--- src/rtl/tcam_pkg.sv ---
// -----------------------------------------------------------------------------
// tcam_pkg
// Shared definitions for the 7-bit-key, 64-entry TCAM wrapper and its
// entry-update engine: geometry constants, the writer state encoding and the
// ternary match rule.
// -----------------------------------------------------------------------------
package tcam_pkg;

  localparam int KEY_W   = 7;    // search-key width, also row-address bits per half
  localparam int ENTRIES = 64;   // rule entries, 32 per SRAM half
  localparam int WORD_W  = 32;   // SRAM word width per half
  localparam int ROWS    = 128;  // one row per possible key value

  typedef enum logic [2:0] {
    ST_IDLE = 3'd0,
    ST_RD   = 3'd1,
    ST_CAP  = 3'd2,
    ST_WR   = 3'd3,
    ST_DONE = 3'd4
  } tcam_wr_state_e;

  // A key matches a rule when every bit either equals the rule bit or is
  // masked as don't-care.
  function automatic logic tcam_match(
    input logic [KEY_W-1:0] key,
    input logic [KEY_W-1:0] rule_key,
    input logic [KEY_W-1:0] rule_mask
  );
    return &(~(key ^ rule_key) | rule_mask);
  endfunction

endpackage

--- src/rtl/tcam7x64_writer.sv ---
// -----------------------------------------------------------------------------
// tcam7x64_writer
// Entry-update engine for the 7-bit-key, 64-entry TCAM. One accepted request
// rewrites every one of the 128 key rows by read-modify-write so that bit
// `entry` of row k holds "k matches the rule" (or 0 for an invalidate).
//
// Ports
//   clk_i          clock
//   rst_ni         synchronous active-low reset
//   req_valid_i    request valid
//   req_ready_o    engine idle and out of reset, request can be accepted
//   req_entry_i    entry index 0..63 ([5] selects SRAM half)
//   req_key_i      rule key
//   req_mask_i     per-bit don't-care, 1 = X
//   req_install_i  1 = install rule, 0 = invalidate entry
//   busy_o         update in progress
//   done_o         one-cycle completion pulse
//   csb_o/web_o    SRAM chip select / write enable, both active-low
//   wmask_o        SRAM byte write mask
//   addr_o         SRAM address {half, row}
//   wdata_o        SRAM write data
//   rdata_i        SRAM read data, [31:0] lower half, [63:32] upper half
// -----------------------------------------------------------------------------
module tcam7x64_writer #(
  parameter int KEY_W   = 7,
  parameter int ENTRY_W = 6
) (
  input  logic               clk_i,
  input  logic               rst_ni,
  input  logic               req_valid_i,
  output logic               req_ready_o,
  input  logic [ENTRY_W-1:0] req_entry_i,
  input  logic [KEY_W-1:0]   req_key_i,
  input  logic [KEY_W-1:0]   req_mask_i,
  input  logic               req_install_i,
  output logic               busy_o,
  output logic               done_o,
  output logic               csb_o,
  output logic               web_o,
  output logic [3:0]         wmask_o,
  output logic [KEY_W:0]     addr_o,
  output logic [31:0]        wdata_o,
  input  logic [63:0]        rdata_i
);

  import tcam_pkg::*;

  tcam_wr_state_e     r_state;
  logic [ENTRY_W-1:0] r_entry;
  logic [KEY_W-1:0]   r_key;
  logic [KEY_W-1:0]   r_mask;
  logic               r_install;
  logic [KEY_W-1:0]   r_k;

  // SRAM-facing outputs are registered; they are computed from the next state
  // so that they line up with the state they belong to.
  logic               r_csb;
  logic               r_web;
  logic [3:0]         r_wmask;
  logic [KEY_W:0]     r_addr;
  logic [WORD_W-1:0]  r_wdata;
  logic               r_busy;
  logic               r_done;

  tcam_wr_state_e     w_state_nxt;
  logic [KEY_W-1:0]   w_k_nxt;
  logic               w_accept;
  logic [WORD_W-1:0]  w_old;
  logic [WORD_W-1:0]  w_word;
  logic               w_m;
  logic               w_csb_nxt;
  logic               w_web_nxt;
  logic [3:0]         w_wmask_nxt;
  logic [KEY_W:0]     w_addr_nxt;
  logic [WORD_W-1:0]  w_wdata_nxt;

  assign req_ready_o = rst_ni & (r_state == ST_IDLE);
  assign busy_o      = r_busy;
  assign done_o      = r_done;
  assign csb_o       = r_csb;
  assign web_o       = r_web;
  assign wmask_o     = r_wmask;
  assign addr_o      = r_addr;
  assign wdata_o     = r_wdata;

  // Next-state, row counter and next-cycle SRAM command decode.
  always_comb begin
    w_state_nxt = r_state;
    w_k_nxt     = r_k;
    w_accept    = 1'b0;
    w_csb_nxt   = 1'b1;
    w_web_nxt   = 1'b1;
    w_wmask_nxt = 4'b0000;
    w_addr_nxt  = 8'h00;
    w_wdata_nxt = 32'h0000_0000;

    // Row word of the entry's half as returned in CAP, with only this
    // entry's bit replaced. The word is merged straight into the write-data
    // register on the CAP->WR edge, which is where the captured old row lives.
    w_old  = r_entry[5] ? rdata_i[63:32] : rdata_i[31:0];
    w_m    = r_install & tcam_match(r_k, r_key, r_mask);
    w_word = w_old;
    w_word[r_entry[4:0]] = w_m;

    case (r_state)
      ST_IDLE: begin
        if (req_valid_i) begin
          w_state_nxt = ST_RD;
          w_k_nxt     = 7'd0;
          w_accept    = 1'b1;
        end else begin
          w_state_nxt = ST_IDLE;
        end
      end
      ST_RD:   w_state_nxt = ST_CAP;
      ST_CAP:  w_state_nxt = ST_WR;
      ST_WR: begin
        if (r_k == 7'(ROWS - 1)) begin
          w_state_nxt = ST_DONE;
        end else begin
          w_state_nxt = ST_RD;
          w_k_nxt     = r_k + 7'd1;
        end
      end
      ST_DONE: w_state_nxt = ST_IDLE;
      default: w_state_nxt = ST_IDLE;
    endcase

    case (w_state_nxt)
      ST_RD: begin
        // The wrapper's second port reads the upper half at the same row.
        w_csb_nxt  = 1'b0;
        w_addr_nxt = {1'b0, w_k_nxt};
      end
      ST_WR: begin
        w_csb_nxt   = 1'b0;
        w_web_nxt   = 1'b0;
        w_wmask_nxt = 4'b0001 << r_entry[4:3];
        w_addr_nxt  = {r_entry[5], r_k};
        w_wdata_nxt = w_word;
      end
      default: begin
        w_csb_nxt = 1'b1;
      end
    endcase
  end

  // State, captured request, row counter and registered outputs.
  always_ff @(posedge clk_i) begin
    if (!rst_ni) begin
      r_state   <= ST_IDLE;
      r_entry   <= 6'd0;
      r_key     <= 7'd0;
      r_mask    <= 7'd0;
      r_install <= 1'b0;
      r_k       <= 7'd0;
      r_csb     <= 1'b1;
      r_web     <= 1'b1;
      r_wmask   <= 4'b0000;
      r_addr    <= 8'h00;
      r_wdata   <= 32'h0000_0000;
      r_busy    <= 1'b0;
      r_done    <= 1'b0;
    end else begin
      r_state <= w_state_nxt;
      r_k     <= w_k_nxt;
      if (w_accept) begin
        r_entry   <= req_entry_i;
        r_key     <= req_key_i;
        r_mask    <= req_mask_i;
        r_install <= req_install_i;
      end
      r_csb   <= w_csb_nxt;
      r_web   <= w_web_nxt;
      r_wmask <= w_wmask_nxt;
      r_addr  <= w_addr_nxt;
      r_wdata <= w_wdata_nxt;
      r_busy  <= (w_state_nxt != ST_IDLE);
      r_done  <= (w_state_nxt == ST_DONE);
    end
  end

endmodule

--- config.mk ---
export PLATFORM = sky130hd
export DESIGN_NAME = tcam7x64_writer
export DESIGN_NICKNAME = d
export VERILOG_FILES = /design/src/rtl/tcam_pkg.sv /design/src/rtl/tcam7x64_writer.sv
export SDC_FILE = /design/constraint.sdc
export NUM_CORES = 1
export LEC_CHECK = 0
export BUFFER_PORTS_ARGS = -buffer_cell sky130_fd_sc_hd__buf_2
export CORE_MARGIN = 5
export CORE_UTILIZATION = 53
export CTS_CLUSTER_DIAMETER = 50
export DETAILED_ROUTE_END_ITERATION = 6
export PLACE_DENSITY = 0.92
export SLEW_MARGIN = 15
export SYNTH_ARGS = -nofsm -noshare
export SYNTH_HDL_FRONTEND = slang
export SYNTH_SLANG_ARGS = --single-unit
--- constraint.sdc ---
create_clock -name clk_i -period 3.8 [get_ports clk_i]
set_input_delay 0.76 -clock clk_i [delete_from_list [all_inputs] [get_ports clk_i]]
set_output_delay 0.76 -clock clk_i [all_outputs]
set_load 0.03 [all_outputs]
After elaboration in Yosys (flattened, before gate mapping)
Index checks and enable logic that the tools add are counted.
{ "op_classes": {"magnitude_cmp": 2, "n_eq_ne": 7, "bitwise": 5, "shift": 1, "n_reduce_logical": 6, "muxes": 15, "add_sub_neg": 1} }
{ "op_table": {"columns": ["operator", "n"], "rows": [
  ["$bwmux W32", 1],
  ["$mux W32", 1],
  ["$pmux W8 S2", 1],
  ["$mux W7", 2],
  ["$pmux W7 S2", 1],
  ["$pmux W3 S4", 1],
  ["$eq A3 B2 Y1 const B", 3],
  ["$add A7 B1 Y7 const B", 1],
  ["$eq A7 B7 Y1 const B", 1],
  ["$not A7 Y7", 1],
  ["$or A7 B7 Y7", 1],
  ["$reduce_and A7 Y1", 1],
  ["$xor A7 B7 Y7", 1],
  ["$eq A3 B1 Y1 const B", 2],
  ["$lt A5 B6 Y1 const B", 1],
  ["$mux W1", 6],
  ["$demux W1 S5", 1],
  ["$ge A5 B1 Y1 const B", 1],
  ["$shl A1 B2 Y4 const A", 1],
  ["$eq A3 B3 Y1 const B", 1],
  ["$logic_not A3 Y1", 1],
  ["$mux W3", 1],
  ["$reduce_bool A3 Y1", 1],
  ["$and A1 B1 Y1", 2],
  ["other kinds (3)", 3]
]} }
{ "word_totals": {"out_inout_bits": 49, "wordCells": 50, "register_bits": 79, "in_bits": 88} }

Depth between registers and ports, before layout
Gate-level depths: netlist of run 1.
{ "depth": {"ltp_word": 6, "depth_mapped": 7, "ltp_nobuf": 5} }

Worst setup path after synthesis of run 1
Ideal clock, no wire load.
{ "synth_path": {"path_type": "input to output", "from": "in rst_ni", "to": "out req_ready_o", "required_time_ns": 3.040, "path_buffers": 0, "setup_slack_ns": 1.522, "cell_stages": 2, "arrival_ns": 1.518, "path_cell_list": "nand2b_1 -> nor3_1"} }
{ "synth_via": {"elab_chain_cells": 1} }
{ "synth_rtl": {"columns": ["element", "line_no", "text"], "rows": [
  ["start: declaration", "tcam7x64_writer.sv:29", "input logic rst_ni,"],
  ["$and A1 B1 Y1", "tcam7x64_writer.sv:77", "assign req_ready_o = rst_ni & (r_state == ST_IDLE);"],
  ["end: declaration", "tcam7x64_writer.sv:31", "output logic req_ready_o,"]
]} }
No other way between the ends.

Worst setup path after layout of run 1
{ "layout_path": {"from": "reg r_k[2]", "to": "reg r_wdata[30], in the netlist wdata_o[30]"} }
{ "layout_via": {"elab_chain_cells": 6, "elab_cells_between_ends": 11, "classes_between": "eq/ne: 2; mux: 3; bitwise: 4; reduce/logical: 2"} }
{ "layout_rtl": {"columns": ["element", "line_no", "text"], "rows": [
  ["start: declaration", "tcam7x64_writer.sv:53", "logic [KEY_W-1:0] r_k;"],
  ["start signal: assignment", "tcam7x64_writer.sv:166", "r_k <= w_k_nxt;"],
  ["parallel branches: the longest is 6 deep, another holds $eq A7 B7 Y1", null, null],
  ["end signal: assignment", "tcam7x64_writer.sv:177", "r_wdata <= w_wdata_nxt;"],
  ["end: declaration", "tcam7x64_writer.sv:61", "logic [WORD_W-1:0] r_wdata;"]
]} }
Parallel ways; which one is timed is not known.
A chain may end at the register's enable or synchronous reset.

==> results of run 1 <==
-- cell families (layout without fill, tap and decap cells) --
family	count (synthesis)	count (layout)	share of synthesized area
xor gates and xnor gates	11	11	0.0288
AOI/OAI and AO/OA	105	105	0.186
adders and majority gates	1	1	0.00346
buffers and inverters	35	157	0.0589
muxes	34	34	0.106
DFF	79	79	0.438
and+or+nand+nor	140	140	0.180
-- worst paths after layout --
| kind | start | endpoint | slack [ns] | cells past startpoint |
|---|---|---|---|---|
| max | r_k[2] | wdata_o[30] | 1.60 | 4 |
| min | r_mask[3] | r_mask[3] | 0.47 | 2 |
| max reg2reg | r_k[2] | wdata_o[30] | 1.60 | 4 |
| min reg2reg | r_mask[3] | r_mask[3] | 0.47 | 2 |
-- layout make-up --
class	instances	area share
Multi-Input combinational cell	291	0.410
Sequential cell	79	0.354
Timing Repair Buffer	138	0.156
Clock buffer	12	0.0347
Tap cell	80	0.0224
Clock inverter	3	0.0202
Inverter	4	0.00336
-- through the flow --
step / cells / utilization / power [uW] / hold WS (ns) / cell area [sq um]
after global routing: 607 / 0.665 / 2040 / 0.487 / 4470
final: 607 / 0.665 / 1960 / 0.466 / 4470
after floorplan: 405 / - / 1120 / 0.433 / 3610
after global placement: 592 / 0.628 / 1200 / 0.441 / 4220
after detailed placement: 592 / 0.628 / 1210 / 0.455 / 4220
after CTS: 607 / 0.665 / 1970 / 0.465 / 4470
-- registers in the layout, summed over array words and instances (netlist names), 3 cells and up --
name,count
wdata_o,32
wmask_o,4
r_state,3
addr_o,8
r_mask,7
r_key,7
r_k,7
r_entry,6
-- worst reg2reg max path, stage by stage, from the launching register on --
cell     delay [ns]
dfxtp_1        0.52
xnor2_2        0.14
o22ai_1        0.08
or4_2          1.11
a21oi_2        0.28
-- metal layers --
metal  up-vias  GRT usage
li1       1628          -
met5         -          0
met2       138      0.393
met1      1482      0.235
met4         0     0.0891
met3        12     0.0479
-- synthesized netlist by cell type, types with 3 or more instances --
| cell | n |
|---|---|
| xnor2_1 | 7 |
| buf_6 | 3 |
| nand2_1 | 53 |
| o21ai_0 | 29 |
| dfxtp_1 | 79 |
| xor2_1 | 3 |
| inv_1 | 3 |
| a21oi_1 | 30 |
| buf_12 | 3 |
| nor2_1 | 43 |
| a21oi_2 | 31 |
| nor3_1 | 5 |
| buf_1 | 3 |
| nand3b_1 | 4 |
| nand2b_1 | 6 |
| clkbuf_1 | 16 |
| nor3b_1 | 4 |
| and3_1 | 3 |
| or3b_2 | 3 |
| o21ai_1 | 5 |
| mux2_2 | 33 |
| buf_2 | 5 |
| o22ai_1 | 3 |
| nand3_1 | 7 |
-- report_power, final --
| part | internal [uW] | switching [uW] | total (uW) |
|---|---|---|---|
| sequential | 866 | 29.6 | 896 |
| clock | 469 | 291 | 761 |
| combinational | 122 | 176 | 299 |
| total | 1460 | 497 | 1960 |
==> impl_metrics.env, run 1 <==
export IMPL_crit_path_end_kind="register"
export IMPL_cts_max_level=3
export IMPL_drt_iter0_markers=112
export IMPL_multi_input_area_sq_mm=0.00183
export IMPL_vias=3260
export IMPL_firstDrtPassIters=4
export IMPL_crit_required_ns=4.07
export IMPL_irDropWorstVdd_v=0.000200
export IMPL_final_nets=612
export IMPL_final_cell_mix="136 x buf_2, 79 x dfxtp_1, 53 x nand2_1"
export IMPL_cp_top_family="simple AND/OR/NAND/NOR gates"
export IMPL_place_ws_ns=1.45
export IMPL_max_slew_worst_pin_slew_ns=0.976
export IMPL_yosys_warnings=0
export IMPL_timing_fmax_ghz=0.454
export IMPL_clkLatencyLatePin_ns=0.34
export IMPL_viasPerCell=5.37
export IMPL_wl_met3_microns=724
export IMPL_synth_seq_cells=79
export IMPL_io_buffers=136
export IMPL_wl_per_cell_microns=15.1
export IMPL_synth_area_leaders="dfxtp_1 44%, mux2_2 10%, a21oi_2 7.5%, nand2_1 5.5%, nor2_1 4.5%"
export IMPL_grt_pass1_vias=3277
export IMPL_final_common_cell="buf_2"
export IMPL_ctsHoldBuffers=0
export IMPL_die_height_microns=92.6
export IMPL_ys_seq_area_frac=0.438
export IMPL_drive_gt1_frac=0.427
export IMPL_synth_top_area_share=0.438
export IMPL_finalMaxSlewViolations=0
export IMPL_grt_max_degree=36
export IMPL_cpMaxStageDelayCell="or4_2"
export IMPL_critPathBufInv=0
export IMPL_finalCriticalPeriod_ns=2.20
export IMPL_timing_setup_tns_ns=0
export IMPL_slew_headroom=0.347
export IMPL_route_detailed_drc=0
export IMPL_grt_pass1_wl_microns=14800
export IMPL_clkTransAtPathRegs_ns=0.08
export IMPL_startpoint_type="register"
export IMPL_synthFlopType="dfxtp_1"
export IMPL_cpPeakStageDelay_ns=1.11
export IMPL_powerDensity_mw_per_mm2=438
export IMPL_die_w_microns=92.6
export IMPL_synth_top_area_cell="dfxtp_1"
export IMPL_cts_tree="built"
export IMPL_routabilityCongestion=0.864
export IMPL_nFillCells=511
export IMPL_die_area_sq_mm=0.00857
export IMPL_num_io_pins=137
export IMPL_routed_wl_met2_microns=4690
export IMPL_cts_buffers=9
export IMPL_synthToLayoutAreaGrowth_pct=23.7
export IMPL_skew_ns=0.0119
export IMPL_drt_met1_wl_microns=3650
export IMPL_initial_utilization=0.538
export IMPL_report_final_setup_viol=0
export IMPL_ctsResizeCount=0
export IMPL_ant_nets=0
export IMPL_grt_total_usage=0.214
export IMPL_cts_setup_buffers=0
export IMPL_worstPathCellList="xnor2_2, o22ai_1, or4_2, a21oi_2"
export IMPL_synth_edff_count=0
export IMPL_highest_layer="met4"
export IMPL_finalCritPeriodShare=0.580
export IMPL_async_flop_share=0
export IMPL_finalHoldViolCount=0
export IMPL_syn_cell_area_sq_mm=0.00361
export IMPL_syn_area_per_cell_sq_um=8.92
export IMPL_ys_types=45
export IMPL_status="finished clean"
export IMPL_rsz0062_at_grt="false"
export IMPL_n_antenna_cell=0
export IMPL_regArea_sq_mm=0.00158
export IMPL_hpwl_microns=6920
export IMPL_syn_inst=405
export IMPL_hold_class="reg2reg"
export IMPL_cts_root_buffer="clkbuf_8"
export IMPL_core_sq_mm=0.00672
export IMPL_clock_sinks=79
export IMPL_crit_type="reg2reg"
export IMPL_overflow=0
export IMPL_arrival_ns=2.47
export IMPL_wl_microns=9190
export IMPL_crit_path_max_fanout=32
export IMPL_synth_nets=494
export IMPL_clockBufferDepth=2
export IMPL_setup_slack_ns=1.60
export IMPL_maxCapViolCount=0
export IMPL_antenna_found_initial=0
export IMPL_p_leak_uw=0.00187
export IMPL_num_rows=30
(Power assumes the default switching activity.)
==> run 2, diff against run 1 <==
--- a/config.mk
+++ b/config.mk
@@ -5,12 +5,13 @@
 export SDC_FILE = /design/constraint.sdc
 export NUM_CORES = 1
 export LEC_CHECK = 0
+export ABC_AREA = 1
 export BUFFER_PORTS_ARGS = -buffer_cell sky130_fd_sc_hd__buf_2
 export CORE_MARGIN = 5
-export CORE_UTILIZATION = 53
+export CORE_UTILIZATION = 45
 export CTS_CLUSTER_DIAMETER = 50
 export DETAILED_ROUTE_END_ITERATION = 6
-export PLACE_DENSITY = 0.92
+export PLACE_DENSITY = 0.84
 export SLEW_MARGIN = 15
 export SYNTH_ARGS = -nofsm -noshare
 export SYNTH_HDL_FRONTEND = slang
==> constraint.sdc (replaced) <==
create_clock -name clk_i -period 1.85 [get_ports clk_i]
set_input_delay 0.37 -clock clk_i [delete_from_list [all_inputs] [get_ports clk_i]]
set_output_delay 0.37 -clock clk_i [all_outputs]
set_load 0.03 [all_outputs]
==> run 2 against run 1 <==
Via count is 24% higher. Worst setup slack worse by 1.5 ns. Clock skew is 0.0018 ns lower. Flip-flop and latch count stayed put. Critical path depth stayed put. Sequential power is 110% higher. Critical path type is now reg2out. Critical endpoint is now req_ready_o. Highest routed layer unchanged.
==> impl_metrics.env, run 2 <==
export IMPL_firstDrtPassIters=5
export IMPL_finalMaxSlewViolations=0
export IMPL_crit_required_ns=1.48
export IMPL_ys_top_cells_by_count="166 x nand2_1, 79 x dfxtp_1, 65 x a21oi_1"
export IMPL_cts_root_buffer="clkbuf_8"
export IMPL_overflow=0
export IMPL_core_sq_mm=0.00822
export IMPL_crit_type="reg2out"
export IMPL_timing_fmax_ghz=0.581
export IMPL_skew_ns=0.0101
export IMPL_final_cell_mix="166 x nand2_1, 136 x buf_2, 79 x dfxtp_1"
export IMPL_hpwl_microns=7900
export IMPL_clkTransAtPathRegs_ns=0.08
export IMPL_crit_path_end_kind="primary output"
export IMPL_drive_gt1_frac=0.277
export IMPL_synthToLayoutAreaGrowth_pct=24.4
export IMPL_fin_cells=784
export IMPL_wl_per_cell_microns=13.5
export IMPL_status="finished clean"
export IMPL_antenna_found_initial=0
export IMPL_cts_max_level=3
export IMPL_reg2reg_to="r_k[0]"
export IMPL_wl_microns=10600
export IMPL_timing_setup_tns_ns=0
export IMPL_final_nets=763
export IMPL_die_w_microns=102
export IMPL_drt_iter0_markers=230
export IMPL_grt_pass1_vias=3704
export IMPL_routabilityCongestion=0.924
export IMPL_cts_setup_buffers=0
export IMPL_clock_sinks=79
export IMPL_grt_total_usage=0.201
export IMPL_grt_max_degree=39
export IMPL_die_area_sq_mm=0.0103
export IMPL_async_flop_share=0
export IMPL_ys_types=28
export IMPL_crit_path_max_fanout=5
export IMPL_num_rows=33
export IMPL_ctsResizeCount=0
export IMPL_maxCapViolCount=0
export IMPL_report_final_setup_viol=0
export IMPL_holdPathEnd="r_install"
export IMPL_finalCritPeriodShare=0.930
export IMPL_finalCriticalPeriod_ns=1.72
export IMPL_ant_nets=0
export IMPL_hold_path_depth=3
export IMPL_synth_top_area_share=0.419
export IMPL_reg2reg_from="r_k[1]"
export IMPL_io_buffers=136
export IMPL_initial_utilization=0.460
export IMPL_synth_area_leaders="dfxtp_1 42%, nand2_1 16%, a21oi_1 8.6%, o21ai_0 6.5%, nand3_1 6.0%"
export IMPL_syn_cell_area_sq_mm=0.00378
export IMPL_syn_area_per_cell_sq_um=6.92
export IMPL_die_height_microns=102
export IMPL_synth_most_common_cell="nand2_1"
export IMPL_synth_edff_count=0
export IMPL_route_detailed_drc=0
export IMPL_p_leak_uw=0.00224
export IMPL_cts_tree="built"
export IMPL_max_slew_worst_pin_slew_ns=0.554
export IMPL_rsz0062_at_grt="false"
export IMPL_yosys_warnings=0
export IMPL_slew_headroom=0.630
export IMPL_final_common_cell="nand2_1"
export IMPL_largest_reg_flops=32
export IMPL_syn_inst=546
export IMPL_rrSetupSlack_ns=0.24
export IMPL_placed_cells=768
export IMPL_clkLatencyLatePin_ns=0.35
export IMPL_finalHoldViolCount=0
export IMPL_arrival_ns=1.35
export IMPL_synth_seq_cells=79
export IMPL_num_io_pins=137
export IMPL_powerDensity_mw_per_mm2=917
export IMPL_synth_nets=635
export IMPL_hold_class="in2reg"
export IMPL_synth_top_area_cell="dfxtp_1"
export IMPL_cts_buffers=9
export IMPL_clockBufferDepth=2
export IMPL_grt_pass1_wl_microns=16500
export IMPL_n_antenna_cell=0
export IMPL_ctsHoldBuffers=0
export IMPL_vias=4053
export IMPL_r2r_cells=9
export IMPL_viasPerCell=5.17
export IMPL_worstHoldStart="req_install_i"
export IMPL_ys_seq_area_frac=0.419
export IMPL_synthFlopType="dfxtp_1"
export IMPL_irDropWorstVdd_v=0.000564
export IMPL_startpoint_type="register"
## run 2: changes by cell type in the layout (fill, tap and decap cells not counted), sizes merged, moves of 5 or more
cell / before / now
nor2: 43 / 53
nand3: 7 / 49
nand2: 53 / 173
a21oi: 61 / 66
nand2b: 6 / 0
buf: 138 / 146
xnor2: 8 / 1
inv: 3 / 32
mux2: 33 / 0
o21ai: 34 / 50
## run 2: worst max path at each step
stage | start | end | slack (ns)
detailed placement | r_k[1] | busy_o | 0.28
global placement | r_k[1] | busy_o | 0.36
floorplan | rst_ni | req_ready_o | 0.17
global route | r_state[1] | req_ready_o | 0.04
finish | r_state[1] | req_ready_o | 0.13
CTS | r_state[1] | req_ready_o | 0.13
## run 2: cells by family (layout without fill, tap and decap cells)
| group | after synthesis | in the layout | synth area share |
|---|---|---|---|
| flops | 79 | 79 | 0.419 |
| buf+inv | 63 | 196 | 0.0901 |
| fa+ha+maj | 1 | 1 | 0.00331 |
| xor+xnor | 1 | 1 | 0.00232 |
| compound gates | 116 | 116 | 0.155 |
| simple gates | 286 | 286 | 0.331 |
## run 2: layer usage
layer,track usage,part of all wire,vias to the layer above
li1,-,-,2025
met2,0.354,0.50,193
met5,0,0,-
met3,0.0592,0.10,22
met1,0.228,0.38,1813
met4,0.0777,0.020,0
## run 2: layout make-up
cell class	count	area, sq um
clock buffers	11	141
clock inverters	5	105
fillers	760	3520
inverters	34	129
multi-input cells	404	1860
flip-flops and latches	79	1580
well taps	105	131
repair buffers	146	756
## run 2: where the power goes
group	total (uW)	internal [uW]	leakage [uW]	switching, uW
Combinational	914	284	0.00148	630
Sequential	1850	1800	0.000643	54.7
Clock	1540	933	0.000116	610
## run 2: per-stage QoR
stage	setup slack [ns]	hold slack (ns)	total power (uW)	cell area, sq um	utilization
final	0.130	0.267	4310	4700	0.572
after CTS	0.125	0.251	4340	4700	0.572
after global routing	0.0352	0.251	4540	4700	0.572
after floorplan	0.174	0.430	2560	3780	-
after detailed placement	0.275	0.456	2800	4450	0.542
after global placement	0.358	0.443	2760	4450	0.542
## run 2: critical path, cell delays in order, from the launching register on
cell	delay, ns
dfxtp_1	0.37
nor2_2	0.22
nand2_1	0.12
nor2_1	0.10
buf_2	0.20
==> run 3, diff against run 2 <==
--- a/config.mk
+++ b/config.mk
@@ -5,13 +5,14 @@
 export SDC_FILE = /design/constraint.sdc
 export NUM_CORES = 1
 export LEC_CHECK = 0
-export ABC_AREA = 1
 export BUFFER_PORTS_ARGS = -buffer_cell sky130_fd_sc_hd__buf_2
+export CELL_PAD_IN_SITES_DETAIL_PLACEMENT = 0
+export CELL_PAD_IN_SITES_GLOBAL_PLACEMENT = 1
 export CORE_MARGIN = 5
-export CORE_UTILIZATION = 45
+export CORE_UTILIZATION = 32
 export CTS_CLUSTER_DIAMETER = 50
 export DETAILED_ROUTE_END_ITERATION = 6
-export PLACE_DENSITY = 0.84
+export PLACE_DENSITY = 0.83
 export SLEW_MARGIN = 15
 export SYNTH_ARGS = -nofsm -noshare
 export SYNTH_HDL_FRONTEND = slang
==> run 3 against run 2 <==
Utilization is 14 points lower. Global-route usage is 6.4 points lower. Highest routed layer unchanged. Critical path depth is 1 higher. Die area is 31% higher. Critical path type is now reg2reg. Critical endpoint is now addr_o[5]. First-iteration DRC count is 54% lower.
==> impl_metrics.env, run 3 (synthesized netlist as in run 1, its figures left out) <==
export IMPL_status="finished clean"
export IMPL_wl_per_cell_microns=13.8
export IMPL_timing_fmax_ghz=0.568
export IMPL_holdPathEnd="r_key[3]"
export IMPL_placed_area_sq_mm=0.00446
export IMPL_clkTransAtPathRegs_ns=0.06
export IMPL_die_height_microns=116
export IMPL_grt_pass1_vias=3174
export IMPL_grt_pass1_wl_microns=14700
export IMPL_crit_required_ns=2.08
export IMPL_p_int_uw=3240
export IMPL_reg2reg_from="r_k[1]"
export IMPL_worstPathCellList="ha_1, and3_1, a2111oi_2, mux2_2, o31ai_1"
export IMPL_ant_nets=0
export IMPL_cp_top_family="compound AO/OA/AOI/OAI gates"
export IMPL_arrival_ns=1.99
export IMPL_cts_setup_buffers=0
export IMPL_maxCapViolCount=0
export IMPL_vias=3245
export IMPL_clockPowerShare=0.433
export IMPL_finalHoldViolCount=0
export IMPL_viasPerCell=4.73
export IMPL_p_switching_uw=1140
export IMPL_irDropWorstVdd_v=0.000542
export IMPL_clkLatencyLatePin_ns=0.33
export IMPL_powerDensity_mw_per_mm2=917
export IMPL_hpwl_microns=7290
export IMPL_startpoint_type="register"
export IMPL_rrSetupSlack_ns=0.09
export IMPL_reg2reg_to="addr_o[5]"
export IMPL_final_nets=630
export IMPL_cts_buffers=9
export IMPL_crit_path_end_kind="register"
export IMPL_report_final_setup_viol=0
export IMPL_hold_class="in2reg"
export IMPL_clock_sinks=79
export IMPL_route_detailed_drc=0
export IMPL_rsz0062_at_grt="false"
export IMPL_ctsHoldBuffers=0
export IMPL_grt_total_usage=0.137
export IMPL_p_leak_uw=0.00201
export IMPL_seqPwrFrac=0.419
export IMPL_routabilityCongestion=0.829
export IMPL_cpMaxStageDelayCell="mux2_2"
export IMPL_combinationalPowerShare=0.149
export IMPL_crit_path_max_fanout=6
export IMPL_cts_max_level=3
export IMPL_slew_headroom=0.643
export IMPL_skew_ns=0.00961
export IMPL_synthToLayoutAreaGrowth_pct=32.3
export IMPL_io_buffers=136
export IMPL_critPathBufInv=0
export IMPL_clockBufferDepth=2
export IMPL_r2r_cells=5
export IMPL_ctsResizeCount=0
export IMPL_grt_max_degree=36
export IMPL_n_antenna_cell=0
export IMPL_firstDrtPassIters=4
export IMPL_num_io_pins=137
export IMPL_cts_tree="built"
export IMPL_die_w_microns=116
export IMPL_timing_setup_tns_ns=0
export IMPL_crit_type="reg2reg"
export IMPL_wl_microns=9440
export IMPL_core_sq_mm=0.0109
export IMPL_finalMaxSlewViolations=0
export IMPL_cpPeakStageDelay_ns=0.38
export IMPL_drive_gt1_frac=0.449
export IMPL_design_area_sq_mm=0.00478
export IMPL_hold_path_depth=3
export IMPL_cts_root_buffer="clkbuf_16"
export IMPL_drt_iter0_markers=106
export IMPL_initial_utilization=0.330
export IMPL_hold_slack_ns=0.278
export IMPL_die_area_sq_mm=0.0135
export IMPL_num_rows=38
export IMPL_swShare=0.259
export IMPL_worstHoldStart="req_key_i[3]"
export IMPL_max_slew_worst_pin_slew_ns=0.531
export IMPL_final_common_cell="buf_2"
export IMPL_finalCriticalPeriod_ns=1.76
export IMPL_largest_reg_flops=32
export IMPL_overflow=0
export IMPL_finalCritPeriodShare=0.952
export IMPL_antenna_found_initial=0
export IMPL_final_cell_mix="136 x buf_2, 79 x dfxtp_1, 53 x nand2_1"
[run 3: changes by cell type in the layout (fill, tap and decap cells not counted), sizes merged, moves of 4 or more]
cell	delta
nand2	-120
nand2b	+6
xnor2	+7
inv	-28
o21ai	-16
nor3b	+4
nor2	-10
nand3	-42
mux2	+33
buf	+10
a21oi	-5
[run 3: final cells by class]
type,count,area [sq um]
clock buffer,9,225
tap,140,175
timing repair buffer,156,856
clock inverter,7,95.1
multi-input combinational,291,1830
fill,1101,6160
inverter,4,15.0
sequential,79,1580
[run 3: worst max path at each step]
stage | start | endpoint | slack [ns] | cells after the start
2_1_floorplan | r_k[1] | addr_o[5] | 0.05 | 6
3_3_place_gp | r_k[0] | wdata_o[21] | 0.15 | 5
3_5_place_dp | r_key[2] | wdata_o[7] | 0.12 | 5
4_1_cts | r_k[1] | addr_o[5] | 0.09 | 5
5_1_grt | r_k[4] | wdata_o[25] | 0.008 | 5
6_report | r_k[1] | addr_o[5] | 0.09 | 5
[run 3: per-stage QoR]
| step | total power [uW] | utilization | setup WS (ns) | instances |
|---|---|---|---|---|
| 6_report | 4380 | 0.437 | 0.0880 | 686 |
| 5_1_grt | 4570 | 0.437 | 0.00838 | 686 |
| 4_1_cts | 4430 | 0.437 | 0.0861 | 686 |
| 3_5_place_dp | 2530 | 0.408 | 0.118 | 670 |
| 3_3_place_gp | 2520 | 0.408 | 0.149 | 670 |
| 2_1_floorplan | 2310 | - | 0.0518 | 405 |
[run 3: routing by layer]
| metal | track usage | vias to the layer above | routed length [microns] |
|---|---|---|---|
| li1 | - | 1664 | - |
| met2 | 0.252 | 109 | 4750 |
| met5 | 0 | - | 0 |
| met4 | 0.0363 | 0 | 86 |
| met3 | 0.0352 | 7 | 675 |
| met1 | 0.155 | 1465 | 3930 |
[run 3: power groups by stage]
stage / sequential (uW) / combinational [uW] / clock (uW)
after detailed placement: 1870 / 661 / 0
after CTS: 1840 / 664 / 1940
after global placement: 1870 / 648 / 0
after floorplan: 1930 / 380 / 0
after global routing: 1850 / 719 / 2010
final: 1830 / 651 / 1890
[run 3: worst register-to-register path, stage by stage (launching register included)]
cell and delay, ns:
dfxtp_1 0.36, ha_1 0.21, and3_1 0.17, a2111oi_2 0.31, mux2_2 0.38, o31ai_1 0.24
